File: config.mk
export PLATFORM = sky130hd
export DESIGN_NAME = multiplier_4x4
export DESIGN_NICKNAME = d
export VERILOG_FILES = /design/src/rtl/multiplier_4x4.sv
export SDC_FILE = /design/constraint.sdc
export NUM_CORES = 1
export LEC_CHECK = 0
export CELL_PAD_IN_SITES_DETAIL_PLACEMENT = 1
export CELL_PAD_IN_SITES_GLOBAL_PLACEMENT = 2
export CORE_ASPECT_RATIO = 1.75
export CORE_MARGIN = 2
export CORE_UTILIZATION = 25
export DETAILED_ROUTE_END_ITERATION = 8
export PLACE_DENSITY = 0.8
export SLEW_MARGIN = 10
export SYNTH_ARGS = -nofsm -noshare
export SYNTH_HDL_FRONTEND = slang
export SYNTH_SLANG_ARGS = --single-unit
File: constraint.sdc
create_clock -name clk -period 8.2 [get_ports clk]
set_input_delay 1.23 -clock clk [delete_from_list [all_inputs] [get_ports clk]]
set_output_delay 1.23 -clock clk [all_outputs]
set_load 0.05 [all_outputs]
File: src/rtl/multiplier_4x4.sv
// 4x4 multiplier built from an AND-gate partial-product array and ripple adder rows, plus a registered copy.
// Optional MULTIPLIER_4X4_SIGNED_EN adds is_signed for two's complement operands (Baugh-Wooley).
module multiplier_4x4 (
  input  logic       clk,
  input  logic       rst,
  input  logic [3:0] A,
  input  logic [3:0] B,
  input  logic       in_valid,
`ifdef MULTIPLIER_4X4_SIGNED_EN
  input  logic       is_signed,
`endif
  output logic [7:0] product,
  output logic [7:0] product_q,
  output logic       out_valid
);

  logic            sgn;
  logic [3:0][3:0] pp;   // pp[i][j] = A[j] & B[i]
  logic [3:0][3:0] hi;   // hi[r]: running sum bits r+1 .. r+4 after row r
  logic [3:1][3:0] sum;
  logic [3:1][4:0] cy;

`ifdef MULTIPLIER_4X4_SIGNED_EN
  assign sgn = is_signed;
`else
  assign sgn = 1'b0;
`endif

  // Baugh-Wooley: invert the mixed sign-bit products, then add 2^4 (seeded into
  // the top of row 0) and 2^7 (folded in as an inversion of the MSB).
  always_comb begin
    pp      = '0;
    hi      = '0;
    sum     = '0;
    cy      = '0;
    product = '0;
    for (int unsigned i = 0; i < 4; i++) begin
      for (int unsigned j = 0; j < 4; j++) begin
        pp[i][j] = (A[j] & B[i]) ^ (sgn & ((i == 3) != (j == 3)));
      end
    end
    product[0] = pp[0][0];
    hi[0]      = {sgn, pp[0][3:1]};
    for (int unsigned r = 1; r < 4; r++) begin
      cy[r][0] = 1'b0;
      for (int unsigned k = 0; k < 4; k++) begin
        sum[r][k]  = hi[r-1][k] ^ pp[r][k] ^ cy[r][k];
        cy[r][k+1] = (hi[r-1][k] & pp[r][k]) | (cy[r][k] & (hi[r-1][k] ^ pp[r][k]));
      end
      product[r] = sum[r][0];
      hi[r]      = {cy[r][4], sum[r][3:1]};
    end
    product[7:4] = {hi[3][3] ^ sgn, hi[3][2:0]};
  end

  always_ff @(posedge clk) begin
    if (rst) begin
      product_q <= '0;
      out_valid <= 1'b0;
    end else if (in_valid) begin
      product_q <= product;
      out_valid <= 1'b1;
    end else begin
      out_valid <= 1'b0;
    end
  end

endmodule

# Yosys cells after proc, flatten, opt, wreduce, memory -nomap -nowiden
# Index checks and enable logic that the tools add are counted.
[totals]
register_bits = 9
input_bits = 11
output_inout_bits = 17
word_cells = 67
[classes]
n_mux = 1
n_bitwise = 64
[op_table]
columns = ["cell", "n"]
rows = [
  ["$and A1 B1 Y1", 36],
  ["$xor A1 B1 Y1", 20],
  ["$or A1 B1 Y1", 8],
  ["$mux W1", 1],
]

# Logic depth before layout (Yosys ltp)
# Gate-level depths: netlist of run 1.
[logic_depth]
word_depth = 16
mapped_depth = 15

# Least setup slack after synthesis of run 1
# Ideal clock, no wire load.
[synth_path]
kind = "input to output"
from = "input B[0]"
to = "output product[6]"
t_arrival_ns = 4.713
path_slack_ns = 2.257
cell_stages = 13
cell_sequence = "and2_1 > ha_1 > inv_1 > fa_1 > fa_1 > fa_1 > inv_1 > fa_1 > inv_1 > fa_1 > fa_1 > fa_1 > inv_1"
[synth_between]
elab_chain_len = 15
word_cells_on_any_way = 43
classes_between = "bitwise: 43"
[synth_lines]
columns = ["item", "line", "text"]
rows = [
  ["start: declaration", "7", "input logic [3:0] B,"],
  ["$and A1 B1 Y1", "39", "pp[i][j] = (A[j] & B[i]) ^ (sgn & ((i == 3) != (j == 3)));"],
  ["$and A1 B1 Y1 or $xor A1 B1 Y1 (tied branches)", "48, 47", ""],
  ["$and A1 B1 Y1", "48", "cy[r][k+1] = (hi[r-1][k] & pp[r][k]) | (cy[r][k] & (hi[r-1][k] ^ pp[r][k]));"],
  ["$or A1 B1 Y1", "48", ""],
  ["$and A1 B1 Y1 or $xor A1 B1 Y1 (tied branches)", "48, 47", ""],
  ["$or A1 B1 Y1 or $xor A1 B1 Y1 (tied branches)", "48, 47", ""],
  ["$xor A1 B1 Y1 or $and A1 B1 Y1 (tied branches)", "47, 48", ""],
  ["$xor A1 B1 Y1 or $or A1 B1 Y1 (tied branches)", "47, 48", ""],
  ["$xor A1 B1 Y1 or $and A1 B1 Y1 (tied branches)", "47, 48", ""],
  ["$xor A1 B1 Y1 or $or A1 B1 Y1 (tied branches)", "48", ""],
  ["$and A1 B1 Y1 or $xor A1 B1 Y1 (tied branches)", "48, 47", ""],
  ["$or A1 B1 Y1 or $xor A1 B1 Y1 (tied branches)", "48", ""],
  ["$and A1 B1 Y1", "48", ""],
  ["$or A1 B1 Y1", "48", ""],
  ["$xor A1 B1 Y1 *", "47", "sum[r][k] = hi[r-1][k] ^ pp[r][k] ^ cy[r][k];"],
  ["end: declaration", "12", "output logic [7:0] product,"],
]
# Every way passes the cells marked *; elsewhere a longest branch is shown, timed or not.

# Worst setup path in the final report of run 1
# Ends and elaborated chain as after synthesis.

==> impl_metrics.ini, run 1 <==
[outcome]
status = completed

[clocking]
clock_path_buffers = 2
root_buffer = clkbuf_8
insertion_delay_ns = 0.22
clk_pin_slew_ns = 0.04
ctsResizeCount = 0
postCtsSetupBuffers = 0
cts_hold_buf = 0
h-tree-depth = 1
cts_tree = yes
cts_inserted_buffers = 3
cts.sinks = 9

[grt]
antenna_found_initial = 0
grt_pass1_vias = 642
grt_pass1_wl_um = 2770
grt_max_degree = 14
grt_remaining_overflow = 0
grt_usage_pct = 11.7

[logic_synthesis]
yosys_warnings = 0
synth-seq-cells = 9
yosysUniqueCellTypes = 14
syn_avg_cell_area_um2 = 9.56
postSynthCellCount = 70
syn-num-nets = 93
synth_seq_area_share_pct = 26.9
synthesis.area_um2 = 669

[placement]
hpwl_um = 1440
gp_congestion = 0.819
numPortBuffers = 27
dpl_cell_area_um2 = 953
dp_cells = 121

[power_and_ir_drop]
ir_drop_mv = 0.0811
leakage_nw = 0.445
powerDensity_nw_per_um2 = 205

[cells_and_area]
area_growth_pct = 49.2
num_antenna_cells = 0
fin_util_pct = 39.6
drive_above_1_share_pct = 7.07
fin_cells = 125
multiInputGateArea_um2 = 418
nets = 123
fillers = 308
most-common-layout-cells = 27 x clkdlybuf4s50_1, 14 x inv_1, 9 x dfxtp_1
seq_area_um2 = 180
postLayoutCellArea_um2 = 998
layout_commonest_cell = clkdlybuf4s50_1

[timing]
min_period_ns = 7.23
period_share_pct = 88.2
hold_viol = 0
rsz0062_at_grt = no
skew_ns = 0
whs_ns = 0.495
slew_viol_final = 0
worstMarginPinSlew_ns = 0.589
slew_headroom_pct = 60.6
finalSetupViolCount = 0
fin_tns_setup_ns = 0
max_freq_mhz = 138

[die]
rows = 24
die-area_um2 = 3120
initial_core_util_pct = 26.5
die-height_um = 72.5
core_um2 = 2520
die_w_um = 43.1
num_io_pins = 28

[setup_path]
timing.reg2reg.setup_slack_ns = 7.50
crit_fanout = 4
r2r_cells = 2
rr_startpoint = product_q[0]
path_class = in2out
reg2reg_to = product_q[0]
required_ns = 6.97
crit_end = product[6]
worst_ep_arrival_time_ns = 6.00
end_kind = primary output
worstSetupStartpoint = B[0]
setup.worst_path.start_class = input port

[drt]
wire_per_inst_um = 13.0
num_vias = 566
drc = 0
vias_per_cell = 4.53
ant_nets = 0
drt_pre_antenna_iters = 2
drt_iter0_drc = 4
finalWirelength_um = 1630

[run]
cap_violations = 0

[min_path]
hold_depth = 2
hp-class = reg2reg
[cell families after synthesis]
| logic type | after synthesis | share of synthesized area (%) |
|---|---|---|
| AOI/OAI and AO/OA | 5 | 8.60 |
| muxes | 3 | 4.49 |
| DFF | 9 | 26.9 |
| adders and majority gates | 12 | 31.4 |
| buffers and inverters | 16 | 10.7 |
| and+or+nand+nor | 25 | 17.9 |
[metrics by stage]
step	total power (W)	setup WS, ns
floorplan	0.000122	2.26
CTS	0.000210	0.907
global route	0.000218	0.766
detailed placement	0.000158	0.910
finish	0.000205	0.966
global placement	0.000155	1.04
[synthesized netlist by cell type]
library cell,n,area (um2)
inv_1,14,52.6
ha_1,4,50.1
nor2_1,7,26.3
and2_1,8,50.1
nor2b_1,1,6.26
a211oi_2,4,50.1
dfxtp_1,9,180
fa_1,8,160
nor3b_1,1,7.51
buf_4,1,7.51
mux2i_1,3,30.0
a21o_1,1,7.51
nand2_1,8,30.0
buf_6,1,11.3
[metal layers]
metal	track usage, %	vias up	part of all wire (%)
li1	-	270	-
met1	12.2	282	36
met2	22.1	12	59
met3	1.74	2	4.4
met4	5.05	0	1.0
met5	0	-	0
[power breakdown]
| group | switching [W] | leakage, nW | internal [W] |
|---|---|---|---|
| clock | 0.0000161 | 0.0228 | 0.0000338 |
| sequential | 0.00000198 | 0.0744 | 0.0000480 |
| combinational | 0.0000677 | 0.348 | 0.0000376 |
[flip-flops by register name, indices dropped and copies added, names as in the netlist]
name       count
product_q      8
out_valid      1
[worst min-delay path by stage]
stage,start,to
floorplan,product_q[4],product_q[4]
global placement,product_q[1],product_q[1]
detailed placement,product_q[1],product_q[1]
CTS,product_q[1],product_q[1]
global route,product_q[1],product_q[1]
finish,product_q[1],product_q[1]
[area by class of cell]
type / instances / share of cell area [%]
Inverter: 14 / 5.26
Clock buffer: 4 / 4.51
Multi-Input combinational cell: 45 / 41.9
Tap cell: 26 / 3.26
Sequential cell: 9 / 18.0
Timing Repair Buffer: 27 / 27.1
[critical path, stage by stage]
cell             delay (ns)
clkdlybuf4s50_1        0.53
and2_1                 0.16
ha_1                   0.14
inv_1                  0.04
fa_1                   0.37
fa_1                   0.54
fa_1                   0.19
inv_1                  0.05
fa_1                   0.49
inv_1                  0.07
fa_1                   0.44
fa_1                   0.40
fa_1                   0.49
inv_1                  0.08
clkdlybuf4s50_1        0.79
Power figures use the tool's default switching activity.
==> inputs of run 2 (changes only) <==
CTS_CLUSTER_DIAMETER = 40   (was unset)
clock period = 9.2 ns   (was 8.2 ns; I/O delays follow)
==> run 2 against run 1 <==
- cell area unchanged
- first-iteration DRC count decreased by 75%
- hold slack about the same
- sequential power decreased by 11%
- critical endpoint unchanged
- register-to-register slack improved by 1.0 ns
==> impl_metrics.ini, run 2 (synthesized netlist as in run 1, its figures left out) <==
[outcome]
status = completed

[timing]
slew_viol_final = 0
min_period_ns = 7.46
fin_tns_setup_ns = 0
hold_viol = 0
max_freq_mhz = 134
rsz0062_at_grt = no
period_share_pct = 81.1
slew_headroom_pct = 59.7
skew_ns = 0
finalSetupViolCount = 0
whs_ns = 0.496
worstMarginPinSlew_ns = 0.603

[clocking]
ctsResizeCount = 0
insertion_delay_ns = 0.23
h-tree-depth = 1
postCtsSetupBuffers = 0
clock_path_buffers = 2
clk_pin_slew_ns = 0.04
root_buffer = clkbuf_8
cts_tree = yes
cts.sinks = 9
cts_hold_buf = 0
cts_inserted_buffers = 3

[die]
rows = 24
die-area_um2 = 3120
initial_core_util_pct = 26.5
die-height_um = 72.5
core_um2 = 2520
num_io_pins = 28
die_w_um = 43.1

[setup_path]
crit_fanout = 4
required_ns = 7.82
path_class = in2out
rr_startpoint = product_q[0]
setup.worst_path.start_class = input port
worst_ep_arrival_time_ns = 6.08
end_kind = primary output
worstSetupStartpoint = A[1]

[grt]
antenna_found_initial = 0
grt_remaining_overflow = 0
grt_pass1_wl_um = 2510
grt_max_degree = 14
grt_usage_pct = 10.6
grt_pass1_vias = 569

[cells_and_area]
area_growth_pct = 49.2
fin_cells = 125
largest_reg_flops = 8
num_antenna_cells = 0
drive_above_1_share_pct = 7.07
largestRegisters = product_q (8), out_valid (1)
top_register = product_q
most-common-layout-cells = 27 x clkdlybuf4s50_1, 14 x inv_1, 9 x dfxtp_1
nets = 123
layout_commonest_cell = clkdlybuf4s50_1

[placement]
dp_cells = 121
gp_congestion = 0.705
numPortBuffers = 27
hpwl_um = 1310

[power_and_ir_drop]
leakage_nw = 0.445
powerDensity_nw_per_um2 = 182
ir_drop_mv = 0.0593

[drt]
drt_iter0_drc = 1
finalWirelength_um = 1530
drc = 0
vias_per_cell = 4.54
num_vias = 567
ant_nets = 0
wire_per_inst_um = 12.2
drt_pre_antenna_iters = 2

[run]
cap_violations = 0

[min_path]
hp-start = product_q[2]
hp-class = reg2reg
## run 2: cell counts in the layout (fill, tap and decap cells not counted)
No cell type changed its count.
## run 2: layer usage
metal | track usage (%) | share of wire (%) | vias up
li1 | - | - | 270
met1 | 12.4 | 37 | 279
met2 | 17.7 | 57 | 14
met3 | 1.74 | 4.1 | 4
met4 | 6.06 | 1.3 | 0
met5 | 0 | 0 | -
## run 2: per-stage QoR
stage | instance area [um2] | setup WS, ns | total power [W] | util [%]
2_1_floorplan | 669 | 2.96 | 0.000109 | -
3_3_place_gp | 953 | 1.74 | 0.000138 | 37.8
3_5_place_dp | 953 | 1.70 | 0.000139 | 37.8
4_1_cts | 998 | 1.69 | 0.000185 | 39.6
5_1_grt | 998 | 1.59 | 0.000192 | 39.6
6_report | 998 | 1.74 | 0.000181 | 39.6
## run 2: power by group
group          total (W)  internal (W)  switching, W
clock          0.0000446     0.0000301     0.0000145
sequential     0.0000445     0.0000427    0.00000175
combinational  0.0000924     0.0000330     0.0000594
total           0.000181      0.000106     0.0000756
## run 2: path summary, 6_finish.rpt
check                           depth (start not counted)  slack, ns           end
worst min register to register                          2       0.50  product_q[2]
worst max-delay path                                   15       1.74    product[6]
worst max register to register                          2       8.50  product_q[0]
worst min-delay path                                    2       0.50  product_q[2]
## run 2: worst max-delay path, cell delays in order
cell             delay [ns]
clkdlybuf4s50_1        0.55
and2_1                 0.15
ha_1                   0.14
inv_1                  0.05
fa_1                   0.37
fa_1                   0.52
fa_1                   0.17
inv_1                  0.05
fa_1                   0.47
inv_1                  0.06
fa_1                   0.43
fa_1                   0.39
fa_1                   0.49
inv_1                  0.07
clkdlybuf4s50_1        0.79
## run 2: final cells by class
| cell class | count | area, um2 |
|---|---|---|
| timing repair buffer | 27 | 270 |
| multi-input combinational | 45 | 418 |
| sequential | 9 | 180 |
| inverter | 14 | 52.6 |
| tap | 26 | 32.5 |
| fill | 299 | 1520 |
| clock buffer | 4 | 45.0 |
==> inputs of run 3 (changes only) <==
CORE_UTILIZATION = 23   (was 25)
PLACE_DENSITY = 0.75   (was 0.8)
clock period = 7.4 ns   (was 9.2 ns; I/O delays follow)
==> run 3 against run 2 <==
- clock power grew 26%
- die area grew 8.0%
- largest cell class unchanged
- sequential power grew 24%
- largest power group unchanged
==> impl_metrics.ini, run 3 (synthesized netlist as in run 1, its figures left out) <==
[grt]
grt_usage_pct = 11.0
grt_pass1_vias = 620
grt_max_degree = 14
antenna_found_initial = 0
grt_pass1_wl_um = 2780
grt_remaining_overflow = 0

[setup_path]
required_ns = 6.29
crit_fanout = 4
worstPathCellList = clkdlybuf4s50_1 > and2_1 > ha_1 > inv_1 > fa_1 > fa_1 > fa_1 > inv_1 > fa_1 > fa_1 > inv_1 > fa_1 > fa_1 > inv_1 > clkdlybuf4s50_1
crit_path_max_incr_delay_ns = 0.80
cp_slowest_cell = clkdlybuf4s50_1
path_class = in2out
worst_ep_arrival_time_ns = 5.83
end_kind = primary output
setup.worst_path.start_class = input port
path_common_cell = fa_1

[drt]
drt_pre_antenna_iters = 2
wire_per_inst_um = 12.5
finalWirelength_um = 1580
ant_nets = 0
drt_iter0_drc = 2
vias_per_cell = 4.34
num_vias = 547
drc = 0

[clocking]
clk_pin_slew_ns = 0.05
insertion_delay_ns = 0.23
cts_tree = yes
h-tree-depth = 1
cts_inserted_buffers = 3
clock_path_buffers = 2
cts.sinks = 9
ctsResizeCount = 0
cts_hold_buf = 0
postCtsSetupBuffers = 0
root_buffer = clkbuf_8

[die]
rows = 25
die-height_um = 75.4
die_w_um = 44.8
initial_core_util_pct = 24.3
core_um2 = 2750
num_io_pins = 28
die-area_um2 = 3370

[power_and_ir_drop]
powerDensity_nw_per_um2 = 227
leakage_nw = 0.445
internal-power_w = 0.000132
power_frac_seq_pct = 24.3
ir_drop_mv = 0.116
combPwrFrac_pct = 50.9
p_sw_w = 0.0000954
finalPower_w = 0.000227
swShare_pct = 42.0
p_clk_share_pct = 24.8

[cells_and_area]
layout_commonest_cell = clkdlybuf4s50_1
multiInputGateArea_um2 = 418
most-common-layout-cells = 27 x clkdlybuf4s50_1, 14 x inv_1, 9 x dfxtp_1
top_register = product_q
num_antenna_cells = 0
largestRegisters = product_q (8), out_valid (1)
largest_reg_flops = 8
drive_above_1_share_pct = 7.07
nets = 123
postLayoutCellArea_um2 = 1000
area_growth_pct = 49.3
fillers = 337
seq_area_um2 = 180

[timing]
skew_ns = 0
whs_ns = 0.495
hold_viol = 0
min_period_ns = 6.94
max_freq_mhz = 144
rsz0062_at_grt = no
period_share_pct = 93.8
slew_viol_final = 0
worstMarginPinSlew_ns = 0.570
slew_headroom_pct = 61.9
fin_tns_setup_ns = 0
finalSetupViolCount = 0

[run]
cap_violations = 0

[placement]
numPortBuffers = 27
gp_congestion = 0.681
hpwl_um = 1400
dpl_cell_area_um2 = 955

[min_path]
hp-class = reg2reg

[outcome]
status = completed
## run 3: cell counts in the layout (fill, tap and decap cells not counted)
Identical to the previous run, type by type.
## run 3: cell type report
cell class                      count  area share (%)
Multi-Input combinational cell     45            41.8
Sequential cell                     9            18.0
Clock buffer                        4            4.51
Tap cell                           27            3.38
Inverter                           14            5.26
Timing Repair Buffer               27            27.0
## run 3: worst paths after layout
check,endpoint,cells past startpoint,slack (ns),from
max,product[6],15,0.46,A[1]
min,product_q[1],2,0.50,product_q[1]
max reg2reg,product_q[0],2,6.69,product_q[0]
min reg2reg,product_q[1],2,0.50,product_q[1]
## run 3: layer usage
metal | GRT usage, % | wire length, um | up-vias
met5 | 0 | 0 | -
met4 | 3.92 | 0 | 0
met3 | 2.37 | 92 | 0
met2 | 19.8 | 903 | 17
met1 | 12.5 | 581 | 261
li1 | - | - | 269
## run 3: critical path, delay by kind of cell
kind | cells | cell delay, ns
AND/OR/NAND/NOR | 1 | 0.15
buffers and inverters | 6 | 1.57
adder cells (fa/ha/maj) | 8 | 2.99
## run 3: power by group through the flow
stage / clock network [W] / registers (W) / logic [W]
4_1_cts: 0.0000576 / 0.0000553 / 0.000118
3_5_place_dp: 0 / 0.0000561 / 0.000117
2_1_floorplan: 0 / 0.0000713 / 0.0000640
5_1_grt: 0.0000605 / 0.0000558 / 0.000125
3_3_place_gp: 0 / 0.0000559 / 0.000116
6_report: 0.0000563 / 0.0000553 / 0.000115
## run 3: per-stage QoR
stage	util, %	instances	worst slack, ns
after floorplan	-	70	1.70
after global placement	34.7	122	0.459
after detailed placement	34.7	122	0.386
after CTS	36.3	126	0.385
after global routing	36.3	126	0.231
final	36.3	126	0.462
